$ cat src/rtl/booth_arbiter.sv
// Round-robin front end that shares one Booth multiplier between two requesters:
// grants, drives Start/operands, follows Done, returns the product with a one-cycle ack.
module booth_arbiter #(
  parameter int N            = 8,
  parameter int START_CYCLES = 2,
  parameter int TIMEOUT      = 255
) (
  input  logic           Clock,
  input  logic           Resetn,
  input  logic           iReq0,
  input  logic           iReq1,
  input  logic [N-1:0]   iMplier0,
  input  logic [N-1:0]   iMcand0,
  input  logic [N-1:0]   iMplier1,
  input  logic [N-1:0]   iMcand1,
  output logic           oAck0,
  output logic           oAck1,
  output logic [2*N-1:0] oProduct,
  output logic           oErr,
  output logic           oBusy,
  output logic           oStart,
  output logic [N-1:0]   oMplier,
  output logic [N-1:0]   oMcand,
  input  logic           iDone,
  input  logic [2*N-1:0] iProduct
);

  typedef enum logic [2:0] {
    IDLE    = 3'd0,
    START   = 3'd1,
    WAIT_HI = 3'd2,
    WAIT_LO = 3'd3,
    RESP    = 3'd4
  } state_t;

  localparam logic [3:0] START_LAST   = 4'(START_CYCLES - 1);
  localparam logic [7:0] TIMEOUT_LAST = 8'(TIMEOUT - 1);

  state_t           state_reg;
  logic             last_reg;
  logic             id_reg;
  logic [3:0]       start_cnt_reg;
  logic [7:0]       wait_cnt_reg;
  logic             start_reg;
  logic             ack0_reg;
  logic             ack1_reg;
  logic             busy_reg;
  logic             err_reg;
  logic [2*N-1:0]   product_reg;
  logic [N-1:0]     mplier_reg;
  logic [N-1:0]     mcand_reg;
  logic             grant_id;

  // On a tie the requester that was not served last wins.
  always_comb begin
    grant_id = 1'b0;
    if (iReq0 && iReq1)
      grant_id = ~last_reg;
    else if (iReq1)
      grant_id = 1'b1;
  end

  always_ff @(posedge Clock or negedge Resetn) begin
    if (!Resetn) begin
      state_reg     <= IDLE;
      last_reg      <= 1'b1;
      id_reg        <= 1'b0;
      start_cnt_reg <= '0;
      wait_cnt_reg  <= '0;
      start_reg     <= 1'b0;
      ack0_reg      <= 1'b0;
      ack1_reg      <= 1'b0;
      busy_reg      <= 1'b0;
      err_reg       <= 1'b0;
      product_reg   <= '0;
      mplier_reg    <= '0;
      mcand_reg     <= '0;
    end else begin
      ack0_reg <= 1'b0;
      ack1_reg <= 1'b0;
      case (state_reg)
        IDLE: begin
          if (iReq0 || iReq1) begin
            state_reg     <= START;
            id_reg        <= grant_id;
            mplier_reg    <= grant_id ? iMplier1 : iMplier0;
            mcand_reg     <= grant_id ? iMcand1 : iMcand0;
            start_reg     <= 1'b1;
            busy_reg      <= 1'b1;
            start_cnt_reg <= START_LAST;
          end
        end
        START: begin
          // Done is deliberately ignored here; Start always runs its full length.
          if (start_cnt_reg == 4'd0) begin
            state_reg    <= WAIT_HI;
            start_reg    <= 1'b0;
            wait_cnt_reg <= '0;
          end else begin
            start_cnt_reg <= start_cnt_reg - 4'd1;
          end
        end
        WAIT_HI: begin
          if (iDone) begin
            state_reg    <= WAIT_LO;
            wait_cnt_reg <= '0;
          end else if (wait_cnt_reg == TIMEOUT_LAST) begin
            state_reg    <= RESP;
            err_reg      <= 1'b1;
            product_reg  <= '0;
            ack0_reg     <= ~id_reg;
            ack1_reg     <= id_reg;
            wait_cnt_reg <= '0;
          end else begin
            wait_cnt_reg <= wait_cnt_reg + 8'd1;
          end
        end
        WAIT_LO: begin
          if (!iDone) begin
            state_reg    <= RESP;
            product_reg  <= iProduct;
            ack0_reg     <= ~id_reg;
            ack1_reg     <= id_reg;
            wait_cnt_reg <= '0;
          end else if (wait_cnt_reg == TIMEOUT_LAST) begin
            state_reg    <= RESP;
            err_reg      <= 1'b1;
            product_reg  <= '0;
            ack0_reg     <= ~id_reg;
            ack1_reg     <= id_reg;
            wait_cnt_reg <= '0;
          end else begin
            wait_cnt_reg <= wait_cnt_reg + 8'd1;
          end
        end
        RESP: begin
          state_reg <= IDLE;
          busy_reg  <= 1'b0;
          last_reg  <= id_reg;
        end
        default: begin
          state_reg <= IDLE;
          busy_reg  <= 1'b0;
          start_reg <= 1'b0;
        end
      endcase
    end
  end

  assign oAck0    = ack0_reg;
  assign oAck1    = ack1_reg;
  assign oProduct = product_reg;
  assign oErr     = err_reg;
  assign oBusy    = busy_reg;
  assign oStart   = start_reg;
  assign oMplier  = mplier_reg;
  assign oMcand   = mcand_reg;

endmodule

$ cat config.mk
export PLATFORM = sky130hd
export DESIGN_NAME = booth_arbiter
export DESIGN_NICKNAME = d
export VERILOG_FILES = /design/src/rtl/booth_arbiter.sv
export SDC_FILE = /design/constraint.sdc
export NUM_CORES = 1
export LEC_CHECK = 0
export CAP_MARGIN = 0
export CORE_MARGIN = 8
export CORE_UTILIZATION = 36
export CTS_CLUSTER_SIZE = 24
export DETAILED_ROUTE_END_ITERATION = 8
export HOLD_SLACK_MARGIN = 0.02
export PLACE_DENSITY_LB_ADDON = 0.12
export REMOVE_ABC_BUFFERS = 1
export SLEW_MARGIN = 10
export SYNTH_ARGS = -nofsm -noshare
export SYNTH_HDL_FRONTEND = slang
export SYNTH_SLANG_ARGS = --single-unit
$ cat constraint.sdc
create_clock -name Clock -period 2.4 [get_ports Clock]
set_clock_uncertainty 0.1 [all_clocks]
set_input_delay 0.48 -clock Clock [delete_from_list [all_inputs] [get_ports Clock]]
set_output_delay 0.48 -clock Clock [all_outputs]
set_load 0.1 [all_outputs]
# Word-level counts from Yosys, hierarchy flattened
# Cells that the tools add are included.
# Widths: inputs -> output; s select.
dict set report classes {
  muxes 38
  add_sub_neg 2
  n_bitwise 4
  eq_ne 10
  reduce_logical 17
}
# cell n
set ops {}
lappend ops {{$mux 16} 3}
lappend ops {{$mux 8} 6}
lappend ops {{$pmux 16 s2} 1}
lappend ops {{$pmux 8 s3} 1}
lappend ops {{$mux 3} 5}
lappend ops {{$mux 1} 13}
lappend ops {{$pmux 3 s4} 1}
lappend ops {{$ne 2x2->1 const B} 5}
lappend ops {{$reduce_and 2->1} 5}
lappend ops {{$reduce_and 3->1} 3}
lappend ops {{$add 8x1->8 const B} 1}
lappend ops {{$eq 8x8->1 const B} 1}
lappend ops {{$mux 4} 2}
lappend ops {{$pmux 1 s2} 4}
lappend ops {{$pmux 4 s2} 1}
lappend ops {{$eq 3x2->1 const B} 2}
lappend ops {{$reduce_or 3->1} 2}
lappend ops {{$logic_not 4->1} 1}
lappend ops {{$not 1->1} 4}
lappend ops {{$reduce_bool 2->1} 2}
lappend ops {{$sub 4x1->4 const B} 1}
lappend ops {{$eq 3x1->1 const B} 1}
lappend ops {{$eq 3x3->1 const B} 1}
lappend ops {{$logic_not 3->1} 1}
lappend ops {{other kinds (4)} 4}
dict set report totals {
  inputBits 53
  output_inout_bits 37
  ff_bits 54
  word_cells 84
}

# Depth between registers and ports, before layout
dict set report depth {
  word_depth 4
  mapped_depth 7
  depth_no_buf 6
}

# Least setup slack after synthesis
# Ideal clock, no wire load.
dict set report synth_timing {
  kind {reg-to-reg}
  start {register wait_cnt_reg[0]}
  end {register product_reg[0] (netlist: oProduct[0])}
  path_buffers 1
  stages_incl_launch_ff 8
  setup_time_ns 0.122
  t_required_ns 2.178
  slack_ns 0.708
  arrival_time_ns 1.470
  synth_period_minus_slack_ns 1.692
  path_cell_list {dfrtp_1 inv_1 ha_1 nand3_1 o31ai_4 nand2_4 buf_6 a22o_1}
}
dict set report synth_via {
  elab_chain_len 4
  word_cells_on_any_way 5
  cone_classes {eq/ne (1); mux (4)}
}
# element line_no
set synth_lines {}
lappend synth_lines {{from (decl)} 43} ;# logic [7:0] wait_cnt_reg;
lappend synth_lines {{from (signal assigned)} 115} ;# wait_cnt_reg <= wait_cnt_reg + 8'd1;
lappend synth_lines {{from (signal assigned)} 133} ;# wait_cnt_reg <= wait_cnt_reg + 8'd1;
lappend synth_lines {{$eq 8x8->1 (*)} {107, 125}}
lappend synth_lines {{$mux 16 (*)} n/a}
lappend synth_lines {{$mux 16, on equally long branches} n/a}
lappend synth_lines {{$pmux 16 s2 (*)} n/a}
lappend synth_lines {{to (signal assigned)} 121} ;# product_reg <= iProduct;
lappend synth_lines {{to (decl)} 49} ;# logic [2*N-1:0] product_reg;
# Every way passes the cells marked *; elsewhere a longest branch is shown, timed or not. The select of a mux whose other input is x is not followed.
# A chain may end at the register's enable or synchronous reset.

# Worst setup path after layout
dict set report layout_timing {
  start {input iDone}
  end {register product_reg[3] (netlist: oProduct[3])}
}
dict set report layout_via {
  elab_chain_len 2
  word_cells_on_any_way 4
  cone_classes {eq/ne (1); mux (2); reduce/logical (1)}
}
# element line_no
set layout_lines {}
lappend layout_lines {{from (decl)} 24} ;# input logic iDone,
lappend layout_lines {{$mux 16 or $ne 2x2->1 (tied branches)} n/a}
lappend layout_lines {{$pmux 16 s2 or $reduce_and 2->1 (tied branches)} n/a}
# Several ways; a longest one is shown, not always the timed one.

==> flow_results.xml <==
<?xml version="1.0" encoding="UTF-8"?>
<metrics>
  <group name="synthesis">
    <metric name="netlist_area" unit="mm²">0.00244</metric>
    <metric name="yosys.cell_count.top_type" unit="">dfrtp_1</metric>
    <metric name="synth-warning-count" unit="">0</metric>
    <metric name="yosysSeqAreaShare" unit="%">55.4</metric>
    <metric name="netlist_top_cells_count" unit="">53 x dfrtp_1, 28 x nor2_1, 22 x a21oi_1, 18 x a22o_1, 17 x mux2i_1</metric>
    <metric name="yosysUniqueCellTypes" unit="">40</metric>
    <metric name="netlist.area_leader.share" unit="%">54.3</metric>
    <metric name="synth_area_leaders" unit="">dfrtp_1 54%, mux2i_1 7.0%, a22o_1 6.5%</metric>
    <metric name="syn_avg_cell_area" unit="µm²">11.1</metric>
    <metric name="synth_flop_cell" unit="">dfrtp_1</metric>
    <metric name="synth_edf_count" unit="">0</metric>
    <metric name="synthDominantAreaCellType" unit="">dfrtp_1</metric>
    <metric name="synthesized_instance_count" unit="">220</metric>
    <metric name="synth_async_sr_flop_share" unit="%">100</metric>
    <metric name="synth-seq-cells" unit="">54</metric>
  </group>
  <group name="floorplanning">
    <metric name="die_h" unit="µm">98.4</metric>
    <metric name="design.die.area" unit="mm²">0.00968</metric>
    <metric name="row_count" unit="">30</metric>
    <metric name="design.portCount" unit="">90</metric>
    <metric name="die_width" unit="µm">98.4</metric>
    <metric name="initial_core_utilization" unit="%">36.6</metric>
    <metric name="floorplan.core_area" unit="mm²">0.00668</metric>
  </group>
  <group name="cells_and_area">
    <metric name="largest_register_ffs" unit="">16</metric>
    <metric name="post_route_cells_drive_above_1_share" unit="%">19.4</metric>
    <metric name="layout.area.seq" unit="mm²">0.00135</metric>
    <metric name="multi_input_area" unit="mm²">0.00101</metric>
    <metric name="fillerInstances" unit="">636</metric>
    <metric name="diodes" unit="">0</metric>
    <metric name="finalNetCount" unit="">365</metric>
    <metric name="syn2layout_area_growth" unit="%">40.8</metric>
  </group>
  <group name="route">
    <metric name="route.final.wire_length" unit="mm">5.96</metric>
    <metric name="routed-via-count" unit="">1920</metric>
    <metric name="drc_violations_left" unit="">0</metric>
    <metric name="wl_met2" unit="mm">2.97</metric>
    <metric name="met1Wirelength" unit="mm">2.57</metric>
    <metric name="firstDrtPassIters" unit="">4</metric>
    <metric name="via_per_inst" unit="">4.92</metric>
    <metric name="dr.max_layer_used" unit="">met4</metric>
    <metric name="ant_nets" unit="">0</metric>
    <metric name="dr.first_iter.drc_count" unit="">70</metric>
    <metric name="detailed_routed_wire_length_on_met3" unit="µm">363</metric>
    <metric name="routedWlPerCell" unit="µm">15.3</metric>
  </group>
  <group name="clock_tree">
    <metric name="worst_skew_pair.late_latency" unit="ns">0.30</metric>
    <metric name="total_cts_buffers" unit="">5</metric>
    <metric name="htree_num_levels" unit="">2</metric>
    <metric name="clock_tree.buffer_depth" unit="">2</metric>
    <metric name="clock-root-buffer" unit="">clkbuf_8</metric>
    <metric name="cts_hold_repair.buffers" unit="">0</metric>
    <metric name="cts_post_setup_buffers_inserted" unit="">0</metric>
    <metric name="clkSinkCount" unit="">54</metric>
    <metric name="clkTransAtPathRegs" unit="ns">0.09</metric>
    <metric name="clock_tree_from_tritoncts" unit="">yes</metric>
    <metric name="postCtsResizedCells" unit="">0</metric>
  </group>
  <group name="global_routing">
    <metric name="grt_pass1_vias" unit="">1948</metric>
    <metric name="grt_pass1_wl" unit="mm">9.67</metric>
    <metric name="grt_overflow" unit="">0</metric>
    <metric name="grt_start_max_net_pins" unit="">37</metric>
    <metric name="grt_antenna_before_repair" unit="">0</metric>
    <metric name="groute.usage.overall" unit="%">12.3</metric>
  </group>
  <group name="setup_path">
    <metric name="worst_path_max_delay_cell" unit="">nor2_1</metric>
    <metric name="critical_path_arrival" unit="ns">2.18</metric>
    <metric name="critPathRequiredTime" unit="ns">2.54</metric>
    <metric name="timing.critical_path.slowest_cell_delay" unit="ns">0.80</metric>
    <metric name="path_cells" unit="">clkdlybuf4s50_1 -&gt; nand2b_1 -&gt; nor2_1 -&gt; a22o_1</metric>
    <metric name="family_with_the_most_delay_on_the_worst_path" unit="">simple AND/OR/NAND/NOR gates</metric>
    <metric name="worstSetupStartpointType" unit="">input pin</metric>
    <metric name="end_kind" unit="">flop</metric>
    <metric name="timing.setup.critical_path_class" unit="">input pin to flop</metric>
    <metric name="crit_fanout" unit="">16</metric>
    <metric name="timing.critical_path.buf_inv" unit="">1</metric>
  </group>
  <group name="sta">
    <metric name="final_setup_fails" unit="">0</metric>
    <metric name="maxSlewHeadroom" unit="%">29.6</metric>
    <metric name="timing.final.max_slew_violations" unit="">0</metric>
    <metric name="totalNegativeSetupSlack" unit="ns">0</metric>
    <metric name="hold_violations" unit="">0</metric>
    <metric name="finalWorstPathRequiredPeriod" unit="ns">2.04</metric>
    <metric name="max_freq" unit="GHz">0.490</metric>
    <metric name="grt_setup_unrepaired" unit="">false</metric>
    <metric name="final.period_utilization" unit="%">85.0</metric>
    <metric name="worst_pin_slew" unit="ns">1.05</metric>
    <metric name="layout_setup_ws" unit="ns">0.359</metric>
  </group>
  <group name="placed_design">
    <metric name="worst_setup_slack_before_clock_tree_synthesis" unit="ns">-0.0214</metric>
    <metric name="portBuffers" unit="">89</metric>
    <metric name="place.detailed.hpwl" unit="mm">4.47</metric>
    <metric name="routabilityCongestion" unit="">0.691</metric>
  </group>
  <group name="hold_path">
    <metric name="worst_hold_path_class" unit="">input pin to async pin</metric>
  </group>
  <group name="run_status">
    <metric name="status" unit="">finished clean</metric>
  </group>
  <group name="run">
    <metric name="max_cap_violations" unit="">0</metric>
  </group>
</metrics>
==> routing by layer <==
metal / GRT usage [%] / vias to the layer above
met5: 0 / -
met4: 3.90 / 0
met3: 4.55 / 4
met2: 19.5 / 45
met1: 15.1 / 914
li1: - / 957
==> cells in the final DEF, fill, tap and decap left out, types with 2 or more instances in the layout <==
cell,n
a21o_1,3
a21oi_1,22
a22o_1,18
a31oi_1,4
buf_4,41
clkbuf_8,5
clkdlybuf4s50_1,51
dfrtp_1,53
ha_1,3
inv_1,6
mux2_1,2
mux2i_1,17
nand2_1,6
nand2b_1,5
nand3_1,7
nor2_1,28
nor3_1,4
nor3b_1,2
o21ai_0,2
o21ai_1,4
xnor2_1,2
xor2_1,2
==> cell type report <==
class,count,share of cell area [%]
sequential,54,39.3
multi-input combinational,147,29.2
timing repair buffer,94,24.5
tap,80,2.91
clock buffer,6,2.11
clock inverter,2,1.13
inverter,7,0.764
==> worst reg2reg max path, delay by kind of cell, from the launching register on <==
| kind | cells | cell delay [ns] |
|---|---|---|
| and+or+nand+nor | 2 | 1.08 |
| DFF | 1 | 0.48 |
| AOI/OAI and AO/OA | 1 | 0.25 |
==> worst paths after layout <==
| kind | start | endpoint | slack (ns) | depth (start not counted) |
|---|---|---|---|---|
| max in group asynchronous | Resetn | last_reg$_DFFE_PN1N_ | 1.57 | 2 |
| min in group Clock | id_reg$_DFFE_PN0P_ | oAck0$_DFF_PN0_ | 0.34 | 1 |
| hold reg to reg | id_reg$_DFFE_PN0P_ | oAck0$_DFF_PN0_ | 0.34 | 1 |
| setup reg to reg | state_reg[2]$_DFFE_PN0P_ | oProduct[3]$_DFFE_PN0P_ | 0.44 | 3 |
| setup / recovery | iDone | oProduct[3]$_DFFE_PN0P_ | 0.36 | 4 |
| hold / removal | Resetn | wait_cnt_reg[1]$_DFFE_PN0P_ | 0.02 | 1 |
==> cells by family (layout without fill, tap and decap cells) <==
family,after synthesis,count (layout),synth area share [%]
and+or+nand+nor,61,61,12.6
AOI/OAI and AO/OA,59,59,16.8
DFF,54,54,55.4
muxes,20,20,8.35
buffers and inverters,19,109,3.89
xor gates and xnor gates,4,4,1.43
adders and majority gates,3,3,1.54
==> metrics by stage <==
step | area (µm²) | utilization [%] | hold slack [ns] | std cells
CTS | 3440 | 51.5 | 0.0238 | 390
global route | 3440 | 51.5 | 0.0322 | 390
floorplan | 2370 | - | 0.0844 | 208
detailed placement | 3330 | 49.8 | 0.324 | 382
global placement | 3330 | 49.8 | 0.317 | 382
finish | 3440 | 51.5 | 0.0163 | 390
Power is left out: the tool's default activity adds up to more than one toggle a clock period on the data nets, which glitch-free logic cannot reach.
